## config.mk

```make
export PLATFORM = sky130hd
export DESIGN_NAME = oled_spi_byte_tx
export DESIGN_NICKNAME = d
export VERILOG_FILES = /design/src/rtl/oled_pkg.sv /design/src/rtl/oled_spi_byte_tx.sv
export SDC_FILE = /design/constraint.sdc
export NUM_CORES = 1
export LEC_CHECK = 0
export CORE_MARGIN = 4
export CORE_UTILIZATION = 25
export DETAILED_ROUTE_END_ITERATION = 16
export GPL_TIMING_DRIVEN = 0
export PLACE_DENSITY_LB_ADDON = 0.2
export SYNTH_ARGS = -nofsm -noshare
export SYNTH_HDL_FRONTEND = slang
export SYNTH_SLANG_ARGS = --single-unit
```

## constraint.sdc

```tcl
create_clock -name CLK -period 5.9 [get_ports CLK]
set_input_delay 0.885 -clock CLK [delete_from_list [all_inputs] [get_ports CLK]]
set_output_delay 0.885 -clock CLK [all_outputs]
set_load 0.005 [all_outputs]
```

## src/rtl/oled_pkg.sv

```systemverilog
// Shared definitions for the OLED sequencers and the SPI byte transmitter.
package oled_pkg;

  // Transmitter states
  typedef enum logic [2:0] {
    S_IDLE  = 3'd0,
    S_SETUP = 3'd1,
    S_LOW   = 3'd2,
    S_HIGH  = 3'd3,
    S_HOLD  = 3'd4,
    S_DONE  = 3'd5
  } state_t;

  localparam int   SPI_BITS  = 8;
  localparam logic SCLK_IDLE = 1'b1;

  // Default SCLK half-period in system clocks; sequencers size their delay
  // budgets from this so they agree with the transmitter on frame length.
  localparam int OLED_CLK_DIV = 16;

  // Cycles from the accepting edge to FIN rising: CS setup, 16 SCLK
  // half-periods and CS hold.
  function automatic int frame_cycles(input int clk_div);
    return (2 * SPI_BITS + 2) * clk_div;
  endfunction

endpackage

```

## src/rtl/oled_spi_byte_tx.sv

```systemverilog
// SPI mode-3 byte serializer for the SSD1306: MSB first, CS framed, with a
// level SEND / FIN handshake toward the init and example sequencers.
//
// state | meaning
// ------+---------------------------------------------------------------
// IDLE  | waiting for SEND with FIN low; CS high, SCLK high
// SETUP | CS low, SCLK still high for one half-period (CS setup)
// LOW   | SCLK low, SDO carries the current bit
// HIGH  | SCLK high, slave has sampled SDO on the rising edge
// HOLD  | last bit done, SCLK high, CS still low (CS hold)
// DONE  | CS high, FIN high until the sequencer drops SEND
module oled_spi_byte_tx
  import oled_pkg::*;
#(
  parameter int CLK_DIV = OLED_CLK_DIV
) (
  input  logic       CLK,
  input  logic       RST,
  input  logic       SEND,
  input  logic [7:0] DATA,
  input  logic       DC_IN,
  output logic       CS,
  output logic       SCLK,
  output logic       SDO,
  output logic       DC,
  output logic       BUSY,
  output logic       FIN
);

  localparam int CW = $clog2(CLK_DIV) + 1;

  state_t        state;
  logic [CW-1:0] cnt;
  logic [2:0]    bit_cnt;
  logic [7:0]    shreg;
  logic          expire;

  // Half-period timer terminal count
  assign expire = (cnt == CW'(CLK_DIV - 1));

  // Single registered FSM: timer, shifter and all outputs
  always_ff @(posedge CLK) begin
    if (RST) begin
      state   <= S_IDLE;
      cnt     <= '0;
      bit_cnt <= '0;
      shreg   <= '0;
      CS      <= 1'b1;
      SCLK    <= SCLK_IDLE;
      SDO     <= 1'b0;
      DC      <= 1'b0;
      BUSY    <= 1'b0;
      FIN     <= 1'b0;
    end else begin
      case (state)
        S_IDLE: begin
          cnt <= '0;
          if (SEND && !FIN) begin
            shreg <= DATA;
            DC    <= DC_IN;
            CS    <= 1'b0;
            BUSY  <= 1'b1;
            state <= S_SETUP;
          end
        end

        S_SETUP: begin
          if (expire) begin
            cnt     <= '0;
            SCLK    <= 1'b0;
            SDO     <= shreg[7];
            shreg   <= {shreg[6:0], 1'b0};
            bit_cnt <= '0;
            state   <= S_LOW;
          end else begin
            cnt <= cnt + CW'(1);
          end
        end

        S_LOW: begin
          if (expire) begin
            cnt   <= '0;
            SCLK  <= 1'b1;
            state <= S_HIGH;
          end else begin
            cnt <= cnt + CW'(1);
          end
        end

        S_HIGH: begin
          if (expire) begin
            cnt <= '0;
            if (bit_cnt == 3'(SPI_BITS - 1)) begin
              state <= S_HOLD;
            end else begin
              SCLK    <= 1'b0;
              SDO     <= shreg[7];
              shreg   <= {shreg[6:0], 1'b0};
              bit_cnt <= bit_cnt + 3'd1;
              state   <= S_LOW;
            end
          end else begin
            cnt <= cnt + CW'(1);
          end
        end

        S_HOLD: begin
          if (expire) begin
            cnt   <= '0;
            CS    <= 1'b1;
            FIN   <= 1'b1;
            state <= S_DONE;
          end else begin
            cnt <= cnt + CW'(1);
          end
        end

        S_DONE: begin
          cnt <= '0;
          if (!SEND) begin
            FIN   <= 1'b0;
            BUSY  <= 1'b0;
            state <= S_IDLE;
          end
        end

        default: begin
          state <= S_IDLE;
          cnt   <= '0;
        end
      endcase
    end
  end

endmodule

```

# Word level (Yosys, flattened, before mapping)
# Index checks and enable logic that the tools add are counted.
# op_classes
addsub,2
n_eq_ne,14
n_mux,32
bitwise,1
reduce_logical,19
# ops
operator,n
$mux 8,4
$mux 3,10
$pmux 8 s3,1
$pmux 3 s6,1
$ne 2x2->1 const B,7
$mux 1,10
$reduce_and 5->1,2
$eq 3x3->1 const B,3
$reduce_and 3->1,3
$pmux 1 s2,4
$reduce_bool 2->1,4
$eq 3x2->1 const B,2
$pmux 3 s2,1
$reduce_and 6->1,1
$reduce_bool 3->1,2
$add 5x1->5 const B,1
$eq 5x4->1 const B,1
$reduce_and 4->1,1
$reduce_or 4->1,1
$add 3x1->3 const B,1
$eq 3x1->1 const B,1
$logic_not 3->1,1
$pmux 1 s3,1
$reduce_or 3->1,1
other kinds (4),4
# totals
register_bits,25
inputBits,12
out_inout_bits,6
elab_cells,78

# Logic depth before layout (Yosys ltp)
# Gate-level depths: netlist of the first run.
# logic_depth
word_depth,4
depth_mapped,9
ltp_nobuf,7

# Worst setup path after synthesis of the first run
# OpenSTA, ideal clock, no wires.
# synth_timing
kind,input to register
startpoint,input SEND
endpoint,register SCLK
setup_ns,0.120
arrival_time_ns,1.973
t_required_ns,5.780
slack_ns,3.807
path_stages,4
n_path_buf,0
cell_sequence,or4b_4 -> a32oi_2 -> o2111ai_1 -> a211o_1
# synth_rtl
element,line,source
from (decl),oled_spi_byte_tx.sv:19,"input logic SEND,"
to (signal assigned),oled_spi_byte_tx.sv:49,SCLK <= SCLK_IDLE;
to (signal assigned),oled_spi_byte_tx.sv:70,SCLK <= 1'b0;
to (signal assigned),oled_spi_byte_tx.sv:83,SCLK <= 1'b1;
to (decl),oled_spi_byte_tx.sv:23,"output logic SCLK,"

==> summary.md, run 1 <==
| Metric | Value |
|---|---|
| GR Overflow Total | `0` |
| Crit path DAT | `2.62 ns` |
| Longest Clk Path Bufs | `2` |
| Die ar. | `6140 um^2` |
| WS Path Type | `in2reg` |
| Fraction of layout cells with a size suffix above 1 | `5.84%` |
| Slew Limit Headroom | `58.1%` |
| WP data required | `6.07 ns` |
| Hold Crit Class | `reg2reg` |
| Global router's overall resource usage | `9.31%` |
| Max VDD drop | `0.000126 V` |
| Post-synth EDFFs | `0` |
| Slew at the pin closest to its max-slew limit | `0.628 ns` |
| Top FF cell, synth | `dfxtp_1` |
| Clk root buf | `clkbuf_8` |
| Synth top cells by count | `25 x dfxtp_1, 13 x nor2_1, 12 x a21oi_1, 12 x mux2i_1, 8 x clkbuf_1` |
| Cell taking the most area after synthesis | `dfxtp_1` |
| Num CTS Buffers | `3` |
| # port buffers | `17` |
| Wire length of the first global-routing pass | `4630 um` |
| Io pins | `18` |
| CTS tree | `done` |
| Placed Area | `1490 um^2` |
| Hold Slack | `0.470 ns` |
| Vias per cell | `4.75` |
| Hpwl dp | `1990 um` |
| RSZ-0062 raised after global routing | `no` |
| DR DRC count | `0` |
| Largest net degree at the start of global routing | `14` |
| Run status | `complete, no violations` |
| Area share of the largest cell type after synthesis | `40.4%` |
| Placeable Area | `4750 um^2` |
| Die width | `78.4 um` |
| Wire length per cell | `12.1 um` |
| Final Hold Vio Count | `0` |
| Vias in the first global route | `1,050` |
| Largest cells by area after synthesis | `dfxtp_1 40%, mux2i_1 9.7%, a311oi_1 4.9%, a21oi_1 4.8%, ha_1 4.0%` |
| Worst Setup End Kind | `flop` |
| Post-CTS setup buffers | `0` |
| Hold Path Sink | `cnt[0]$_SDFF_PP0_` |
| Worst r2r path cells | `9` |
| Hold path depth | `1` |
| Mean post-synth cell area | `9.31 um^2` |
| H-tree Lvls | `1` |
| Row cnt | `25` |
| Initial DRC count | `42` |
| Max incr delay on CP | `0.51 ns` |
| DRT Wirelength | `2670 um` |
| Critical-path cell list | `clkdlybuf4s50_1, or4b_4, a32oi_2, o2111ai_1, a211o_1` |
| Resize count post-CTS | `0` |
| Post-route cell area | `1540 um^2` |
| Die Y | `78.4 um` |
| Final setup vio count | `0` |
| CTS sink cnt | `25` |
| Initial antenna violation count | `0` |
| Final period utilization | `41.6%` |
| Post-synth cell types | `34` |
| Count leader, synth | `dfxtp_1` |
| R2R Setup Slk | `3.57 ns` |
| Lkg Pwr | `0.000609 uW` |
| Post-layout net count | `171` |
| Worst path slowest cell | `clkdlybuf4s50_1` |
| Post-synth net total | `149` |
| R2r endpoint | `shreg[6]$_SDFFE_PP0P_` |
| Clock Skew | `0.0112 ns` |
| Clk pin slew, worst setup/hold paths | `0.09 ns` |
| Worst r2r src | `cnt[0]$_SDFF_PP0_` |
| Synth-to-Final Area Change | `24.1%` |
| PD cells | `405 nW/um^2` |
| Post-route ant nets | `0` |
| RePlAce Congestion | `0.837` |
| Post-synthesis sequential area ratio | `40.4%` |
| Antenna cell count | `0` |
| Post-Syn Area | `1240 um^2` |
| Seq cells post-synth | `25` |
| Post-CTS Hold Fix Bufs | `0` |
| Critical Path Source Type | `input pin` |
| Vias | `1,050` |
| Initial Util | `26.1%` |
| Crit path max fanout | `4` |
| Pins over their slew limit | `0` |
| Ys Warns | `0` |
| Post-route setup TNS | `0 ns` |
| Cells after Synth | `133` |
| Hold path start | `cnt[0]$_SDFF_PP0_` |
| DRT Pass-1 Iters | `4` |
| Maxcap violations | `0` |
| Crit path time final | `2.45 ns` |
| Clock Latency Late Sink | `0.27 ns` |
| FMAX | `0.407 GHz` |
| Post-synth ARST share | `0%` |
[where the power goes]
| group | internal [uW] | total (uW) | switching [uW] |
|---|---|---|---|
| logic | 127 | 269 | 142 |
| registers | 217 | 252 | 34.1 |
| clock network | 48.3 | 102 | 53.7 |
| total | 393 | 623 | 230 |
[worst max-delay path by stage]
stage               depth (start not counted)                    end              start
floorplan                                   4      SCLK$_SDFFE_PP1P_               SEND
global placement                            5      SCLK$_SDFFE_PP1P_               SEND
detailed placement                          5      SCLK$_SDFFE_PP1P_               SEND
CTS                                         5      SCLK$_SDFFE_PP1P_               SEND
global route                                9  shreg[7]$_SDFFE_PP0P_  cnt[0]$_SDFF_PP0_
finish                                      5      SCLK$_SDFFE_PP1P_               SEND
[per-layer routing]
layer	up-vias	routed length (um)	global-route usage (%)
li1	530	-	-
met3	5	140	1.95
met1	490	1260	11.9
met5	-	0	0
met4	0	40	3.85
met2	25	1230	15.2
[worst max-delay path: cells and delay by family]
kind	cells	cell delay, ns
AOI/OAI and AO/OA	3	0.74
buffers and inverters	1	0.51
and+or+nand+nor	1	0.49
[registers in the layout, summed over array words and instances, names as in the netlist]
register  flops
shreg         8
cnt           5
bit_cnt       3
state         3
BUSY          1
CS            1
DC            1
FIN           1
SCLK          1
SDO           1
[final cells by class]
cell class,instances,area (um^2)
Multi-Input combinational cell,94,678
Fill cell,514,3220
Timing Repair Buffer,17,170
Tap cell,67,83.8
Inverter,5,18.8
Buffer,9,41.3
Clock buffer,4,45.0
Sequential cell,25,500
[logic make-up after synthesis]
logic type / count (synthesis) / share of synthesized area [%]
fa+ha+maj: 4 / 4.04
mux: 12 / 9.70
xor+xnor: 3 / 2.12
flops: 25 / 40.4
buf+inv: 14 / 4.85
compound gates: 36 / 21.5
simple gates: 39 / 17.4
[cell usage in the layout, fill, tap and decap left out, types with 4 or more instances in the layout]
| cell type | n |
|---|---|
| clkdlybuf4s50_1 | 17 |
| nor2_1 | 13 |
| o21ai_0 | 5 |
| clkbuf_1 | 9 |
| dfxtp_1 | 25 |
| ha_1 | 4 |
| nand2b_1 | 7 |
| mux2i_1 | 12 |
| a311oi_1 | 7 |
| inv_1 | 4 |
| a21oi_1 | 12 |
[through the flow]
stage	util, %	total power, uW	setup WS, ns	cells
after detailed placement	31.4	524	3.16	217
after floorplan	-	452	3.81	133
final	32.3	623	3.45	221
after global placement	31.4	521	3.19	217
after global routing	32.3	674	3.35	221
after CTS	32.3	630	3.46	221
Power figures use the tool's default switching activity.
==> run 2: changes to the inputs <==
==> constraint.sdc (replaced) <==
create_clock -name CLK -period 2 [get_ports CLK]
set_input_delay 0.3 -clock CLK [delete_from_list [all_inputs] [get_ports CLK]]
set_output_delay 0.3 -clock CLK [all_outputs]
set_load 0.005 [all_outputs]
==> run 2 against run 1 <==
Global-route usage up 0.29 points. Clock skew about the same. Worst hold slack lost 0.038 ns. Critical path depth rose by 2. Sequential cell count unchanged. Core utilization rose by 1.5 points. Wire length is 7.5% higher. Via count up 2.8%. Total power rose to 3.1 times the previous value. Count of clock-buffer cells in the layout unchanged. Largest power group unchanged.
==> summary.md, run 2 (synthesis gave the netlist of run 1 again) <==
| Metric | Value |
|---|---|
| PD cells | `1190 nW/um^2 (+190%)` |
| Wire length per cell | `12.6 um (+4.6%)` |
| Clk root buf | `clkbuf_8` |
| CTS sink cnt | `25 (unchanged)` |
| R2R Setup Slk | `0.09 ns (-3.48 ns)` |
| FMAX | `0.524 GHz` |
| Post-CTS Hold Fix Bufs | `0 (unchanged)` |
| Post-route ant nets | `0 (unchanged)` |
| Worst r2r path cells | `7 (-2)` |
| Crit path time final | `1.91 ns` |
| Routed wl met2 | `1340 um (+9.4%)` |
| Vias | `1,079 (+2.8%)` |
| Placed Area | `1490 um^2 (unchanged)` |
| Vias in the first global route | `1,067 (+1.6%)` |
| # port buffers | `17 (unchanged)` |
| Synth-to-Final Area Change | `29.8%` |
| Die ar. | `6140 um^2 (unchanged)` |
| Clock Skew | `0.0113 ns (+0.0000452 ns)` |
| DRT met1 WL | `1310 um (+4.0%)` |
| Row cnt | `25 (unchanged)` |
| Most frequent cells in the layout | `23 x dfxtp_1, 17 x clkdlybuf4s50_1, 13 x nor2_1, 12 x a21oi_1, 12 x mux2i_1` |
| Fraction of layout cells with a size suffix above 1 | `13.1% (+7.3 points)` |
| Initial DRC count | `34 (-19%)` |
| H-tree Lvls | `1 (unchanged)` |
| CTS tree | `done` |
| DRT Wirelength | `2870 um (+7.5%)` |
| Wire length of the first global-routing pass | `4770 um (+3.0%)` |
| Maxcap violations | `0 (unchanged)` |
| Worst Setup End Kind | `flop` |
| Post-place setup slack | `-0.317 ns (-3.48 ns)` |
| Post-route cell area | `1610 um^2 (+4.6%)` |
| WP buf/inv | `0 (-1)` |
| R2r endpoint | `SCLK$_SDFFE_PP1P_` |
| Crit path DAT | `2.08 ns (-0.54 ns)` |
| Placeable Area | `4750 um^2 (unchanged)` |
| Die Y | `78.4 um (unchanged)` |
| Worst r2r src | `cnt[0]$_SDFF_PP0_` |
| Critical Path Source Type | `flop` |
| RePlAce Congestion | `0.837 (unchanged)` |
| Slew Limit Headroom | `57.7% (-0.48 points)` |
| Initial antenna violation count | `0 (unchanged)` |
| Hpwl dp | `1990 um (unchanged)` |
| Global router's overall resource usage | `9.60% (+0.29 points)` |
| CP delay by family, top | `compound AO/OA/AOI/OAI gates` |
| Num CTS Buffers | `3 (unchanged)` |
| Commonest non-fill, non-tap cell in the layout | `dfxtp_1` |
| Final Hold Vio Count | `0 (unchanged)` |
| Vias per cell | `4.75 (about the same)` |
| Worst path slowest cell | `dfxtp_2` |
| Top Registers | `shreg x8, cnt x5` |
| Met3 wire len | `172 um (+23%)` |
| Hold path depth | `1 (unchanged)` |
| Run status | `complete, no violations` |
| Clock Latency Late Sink | `0.27 ns (about the same)` |
| Io pins | `18 (unchanged)` |
| Max incr delay on CP | `0.35 ns (-0.16 ns)` |
| Biggest register | `shreg` |
| Hold Path Sink | `cnt[0]$_SDFF_PP0_` |
| Top sig layer | `met4` |
| Lkg Pwr | `0.000642 uW (+5.5%)` |
| Final setup vio count | `0 (unchanged)` |
| Final period utilization | `95.4%` |
| Max reg flops | `8 (unchanged)` |
| RSZ-0062 raised after global routing | `no` |
| Crit path max fanout | `8 (+4)` |
| Max VDD drop | `0.000408 V (+220%)` |
| WP data required | `2.17 ns (-3.90 ns)` |
| Die width | `78.4 um (unchanged)` |
| WS Path Type | `reg2reg` |
| Hold path start | `cnt[0]$_SDFF_PP0_` |
| Critical-path cell list | `ha_2, and3_1, ha_4, nand2b_1, a32oi_2, o2111ai_2, a211o_1` |
| Setup ws final | `0.0920 ns (-3.35 ns)` |
| Clk pin slew, worst setup/hold paths | `0.09 ns (about the same)` |
| Initial Util | `26.1% (unchanged)` |
| Pins over their slew limit | `0 (unchanged)` |
| DRT Pass-1 Iters | `4 (unchanged)` |
| Longest Clk Path Bufs | `2 (unchanged)` |
| Post-layout net count | `177 (+3.5%)` |
| DR DRC count | `0 (unchanged)` |
| Slew at the pin closest to its max-slew limit | `0.635 ns (+0.00720 ns)` |
| GR Overflow Total | `0 (unchanged)` |
| Largest net degree at the start of global routing | `14 (unchanged)` |
| Hold Crit Class | `reg2reg` |
| Antenna cell count | `0 (unchanged)` |
==> run 2: cell count changes in the layout (fill, tap and decap cells not counted), sizes merged <==
| cell | previous run | this run |
|---|---|---|
| buf | 1 | 8 |
| clkbuf | 12 | 11 |
==> run 2: worst max-delay path by stage <==
stage               slack, ns  cells past startpoint         startpoint               endpoint
floorplan                0.03                      9  cnt[0]$_SDFF_PP0_  shreg[6]$_SDFFE_PP0P_
global placement        -0.29                      9  cnt[0]$_SDFF_PP0_  shreg[6]$_SDFFE_PP0P_
detailed placement      -0.32                      9  cnt[0]$_SDFF_PP0_  shreg[6]$_SDFFE_PP0P_
CTS                      0.03                      7  cnt[0]$_SDFF_PP0_      SCLK$_SDFFE_PP1P_
global route            0.007                      8  cnt[0]$_SDFF_PP0_  shreg[3]$_SDFFE_PP0P_
finish                   0.09                      7  cnt[0]$_SDFF_PP0_      SCLK$_SDFFE_PP1P_
==> run 2: per-layer routing <==
metal,up-vias,GRT usage [%]
li1,540,-
met1,503,12.4
met2,31,15.7
met3,5,1.95
met4,0,3.85
met5,-,0
==> run 2: repair_timing <==
action	CTS	global route
gates resized for setup	2	4
cloned	0	1
pin swaps	0	5
setup endpoints to repair	12	7
buffers inserted	2	4
endpoints found under the hold margin	0	0
==> run 2: per-stage QoR <==
stage	hold slack (ns)	TNS, ns	power [uW]	util (%)	instances
after global placement	0.428	-1.66	1540	31.4	217
after floorplan	0.418	0	1330	-	133
final	0.432	0	1920	33.8	227
after global routing	0.457	0	2070	33.8	227
after detailed placement	0.459	-2.02	1550	31.4	217
after CTS	0.478	0	1890	32.8	222
==> run 2: area by class of cell <==
| class | instances | area [um^2] |
|---|---|---|
| clock buffer | 4 | 45.0 |
| inverter | 5 | 18.8 |
| tap | 67 | 83.8 |
| timing repair buffer | 24 | 220 |
| fill | 512 | 3150 |
| sequential | 25 | 503 |
| buffer | 8 | 37.5 |
| multi-input combinational | 94 | 699 |
==> run 2: power by group <==
| group | leakage (uW) | internal (uW) | total, uW | switching, uW |
|---|---|---|---|---|
| combinational | 0.000414 | 427 | 871 | 444 |
| clock | 0.0000228 | 142 | 301 | 158 |
| sequential | 0.000206 | 645 | 747 | 102 |
| total | 0.000642 | 1210 | 1920 | 705 |
==> run 3: changes to the inputs <==
--- a/config.mk
+++ b/config.mk
@@ -10,6 +10,7 @@
 export DETAILED_ROUTE_END_ITERATION = 16
 export GPL_TIMING_DRIVEN = 0
 export PLACE_DENSITY_LB_ADDON = 0.2
+export SETUP_SLACK_MARGIN = 0.2
 export SYNTH_ARGS = -nofsm -noshare
 export SYNTH_HDL_FRONTEND = slang
 export SYNTH_SLANG_ARGS = --single-unit
==> run 3 against run 2 <==
Wire length rose by 2.7%. Total power rose by 7.8%. Clock power barely moved. Critical path depth fell by 2. Via count rose by 1.5%. Critical path type is now in2reg. Critical endpoint unchanged.
==> summary.md, run 3 (synthesis gave the netlist of run 1 again) <==
| Metric | Value |
|---|---|
| Run status | `complete, no violations` |
| Final setup vio count | `0 (unchanged)` |
| Vias per cell | `4.74 (-0.27%)` |
| Multi-input gate area | `771 um^2 (+10%)` |
| FMAX | `0.549 GHz (+4.7%)` |
| CTS sink cnt | `25 (unchanged)` |
| Crit path time final | `1.82 ns (-0.0852 ns)` |
| GRT Max-Usage Layer | `met2` |
| Initial DRC count | `66 (+94%)` |
| Die Y | `78.4 um (unchanged)` |
| Initial antenna violation count | `0 (unchanged)` |
| RSZ-0062 raised after global routing | `yes` |
| Register area | `503 um^2 (unchanged)` |
| Worst Setup End Kind | `flop` |
| Crit path max fanout | `4 (-4)` |
| Global router's overall resource usage | `10.1% (+0.47 points)` |
| Post-layout net count | `181 (+2.3%)` |
| Maxcap violations | `0 (unchanged)` |
| Most frequent cells in the layout | `23 x dfxtp_1, 17 x clkdlybuf4s50_1, 12 x mux2i_1, 10 x a21oi_1, 9 x nor2_1` |
| Met1 usage in global routing | `13.0% (+0.66 points)` |
| Wire length per cell | `12.7 um (+0.91%)` |
| DR DRC count | `0 (unchanged)` |
| Clock Skew | `0.00545 ns (-0.00584 ns)` |
| Die ar. | `6140 um^2 (unchanged)` |
| GR Overflow Total | `0 (unchanged)` |
| Synth-to-Final Area Change | `39.6%` |
| Io pins | `18 (unchanged)` |
| Final Hold Vio Count | `0 (unchanged)` |
| Pins over their slew limit | `0 (unchanged)` |
| Initial Util | `26.1% (unchanged)` |
| Biggest register | `shreg` |
| Slew at the pin closest to its max-slew limit | `0.636 ns (+0.000752 ns)` |
| Clk pin slew, worst setup/hold paths | `0.09 ns (about the same)` |
| Hold Slack | `0.471 ns (+0.0392 ns)` |
| Placeable Area | `4750 um^2 (unchanged)` |
| Num CTS Buffers | `3 (unchanged)` |
| CTS tree | `done` |
| Hold Crit Class | `reg2reg` |
| Post-CTS Hold Fix Bufs | `0 (unchanged)` |
| Max VDD drop | `0.000584 V (+43%)` |
| Vias | `1,095 (+1.5%)` |
| Wire length of the first global-routing pass | `5000 um (+4.8%)` |
| M2 GR Usage | `15.4% (-0.26 points)` |
| DRT Pass-1 Iters | `4 (unchanged)` |
| Clk root buf | `clkbuf_8` |
| Critical Path Source Type | `input pin` |
| Vias in the first global route | `1,090 (+2.2%)` |
| Worst Setup SP | `SEND` |
| Antenna cell count | `0 (unchanged)` |
| RePlAce Congestion | `0.843 (+0.74%)` |
| Util after Layout | `36.4% (+2.6 points)` |
| Row cnt | `25 (unchanged)` |
| Placed Cells | `217 (unchanged)` |
| # port buffers | `17 (unchanged)` |
| DRT Wirelength | `2940 um (+2.7%)` |
| Crit path DAT | `1.99 ns (-0.09 ns)` |
| H-tree Lvls | `1 (unchanged)` |
| Commonest non-fill, non-tap cell in the layout | `dfxtp_1` |
| Longest Clk Path Bufs | `2 (unchanged)` |
| Max reg flops | `8 (unchanged)` |
| WS Path Type | `in2reg` |
| PD cells | `1200 nW/um^2 (+0.24%)` |
| Top Registers | `shreg x8, cnt x5` |
| Clock Latency Late Sink | `0.27 ns (about the same)` |
| Fraction of layout cells with a size suffix above 1 | `23.2% (+10 points)` |
| Met3 Track Usage GR | `2.98% (+1.0 points)` |
| Lkg Pwr | `0.000681 uW (+6.1%)` |
| Hold path start | `CS$_SDFFE_PP1P_` |
| R2R Setup Slk | `0.18 ns (+0.09 ns)` |
| Die width | `78.4 um (unchanged)` |
| Worst r2r path cells | `9 (+2)` |
| Fillers | `503 (-1.8%)` |
| Largest net degree at the start of global routing | `15 (+1)` |
| WP data required | `2.17 ns (about the same)` |
| Hold path depth | `2 (+1)` |
| Hpwl dp | `1970 um (-0.79%)` |
| Total power | `2070 uW (+7.8%)` |
| Fin cells | `231 (+1.8%)` |
| Post-route ant nets | `0 (unchanged)` |
| Final period utilization | `91.1% (-4.3 points)` |
| Worst r2r src | `cnt[1]$_SDFF_PP0_` |
| Slew Limit Headroom | `57.6% (about the same)` |
run 3: through the flow:
step | cell area [um^2] | setup slack [ns] | setup TNS (ns)
2_1_floorplan | 1250 | 0.200 | 0
3_3_place_gp | 1510 | -0.0994 | -0.0994
3_5_place_dp | 1510 | -0.110 | -0.127
4_1_cts | 1660 | 0.174 | 0
5_1_grt | 1730 | 0.0776 | 0
6_report | 1730 | 0.177 | 0
run 3: layer usage:
layer,vias up,routed length [um]
li1,548,-
met1,507,1430
met2,30,1320
met3,10,136
met4,0,61
met5,-,0
run 3: area by class of cell:
cell class | count | share of cell area [%]
flip-flops and latches | 25 | 29.1
repair buffers | 27 | 14.6
well taps | 67 | 4.85
clock buffers | 3 | 2.39
multi-input cells | 94 | 44.6
plain buffers | 9 | 3.11
clock inverters | 1 | 0.289
inverters | 5 | 1.09
run 3: worst max-delay path: stages:
cell,delay [ns]
clkdlybuf4s50_1,0.49
or4b_4,0.50
a32oi_4,0.26
o2111ai_2,0.16
a211o_1,0.28
run 3: repair_timing:
item / CTS / global route
gates cloned: 0 / 1
hold endpoints to repair: 0 / 0
buffers inserted: 6 / 3
gates resized for setup: 10 / 16
endpoints found under the setup margin: 11 / 21
pin swaps: 9 / 12
run 3: worst paths after layout:
| path | end |
|---|---|
| setup / recovery | SCLK$_SDFFE_PP1P_ |
| hold / removal | CS$_SDFFE_PP1P_ |
| setup reg to reg | shreg[5]$_SDFFE_PP0P_ |
| hold reg to reg | CS$_SDFFE_PP1P_ |
run 3: where the power goes:
group,switching [uW],internal [uW]
Sequential,115,645
Clock,160,139
Combinational,491,519
Total,765,1300
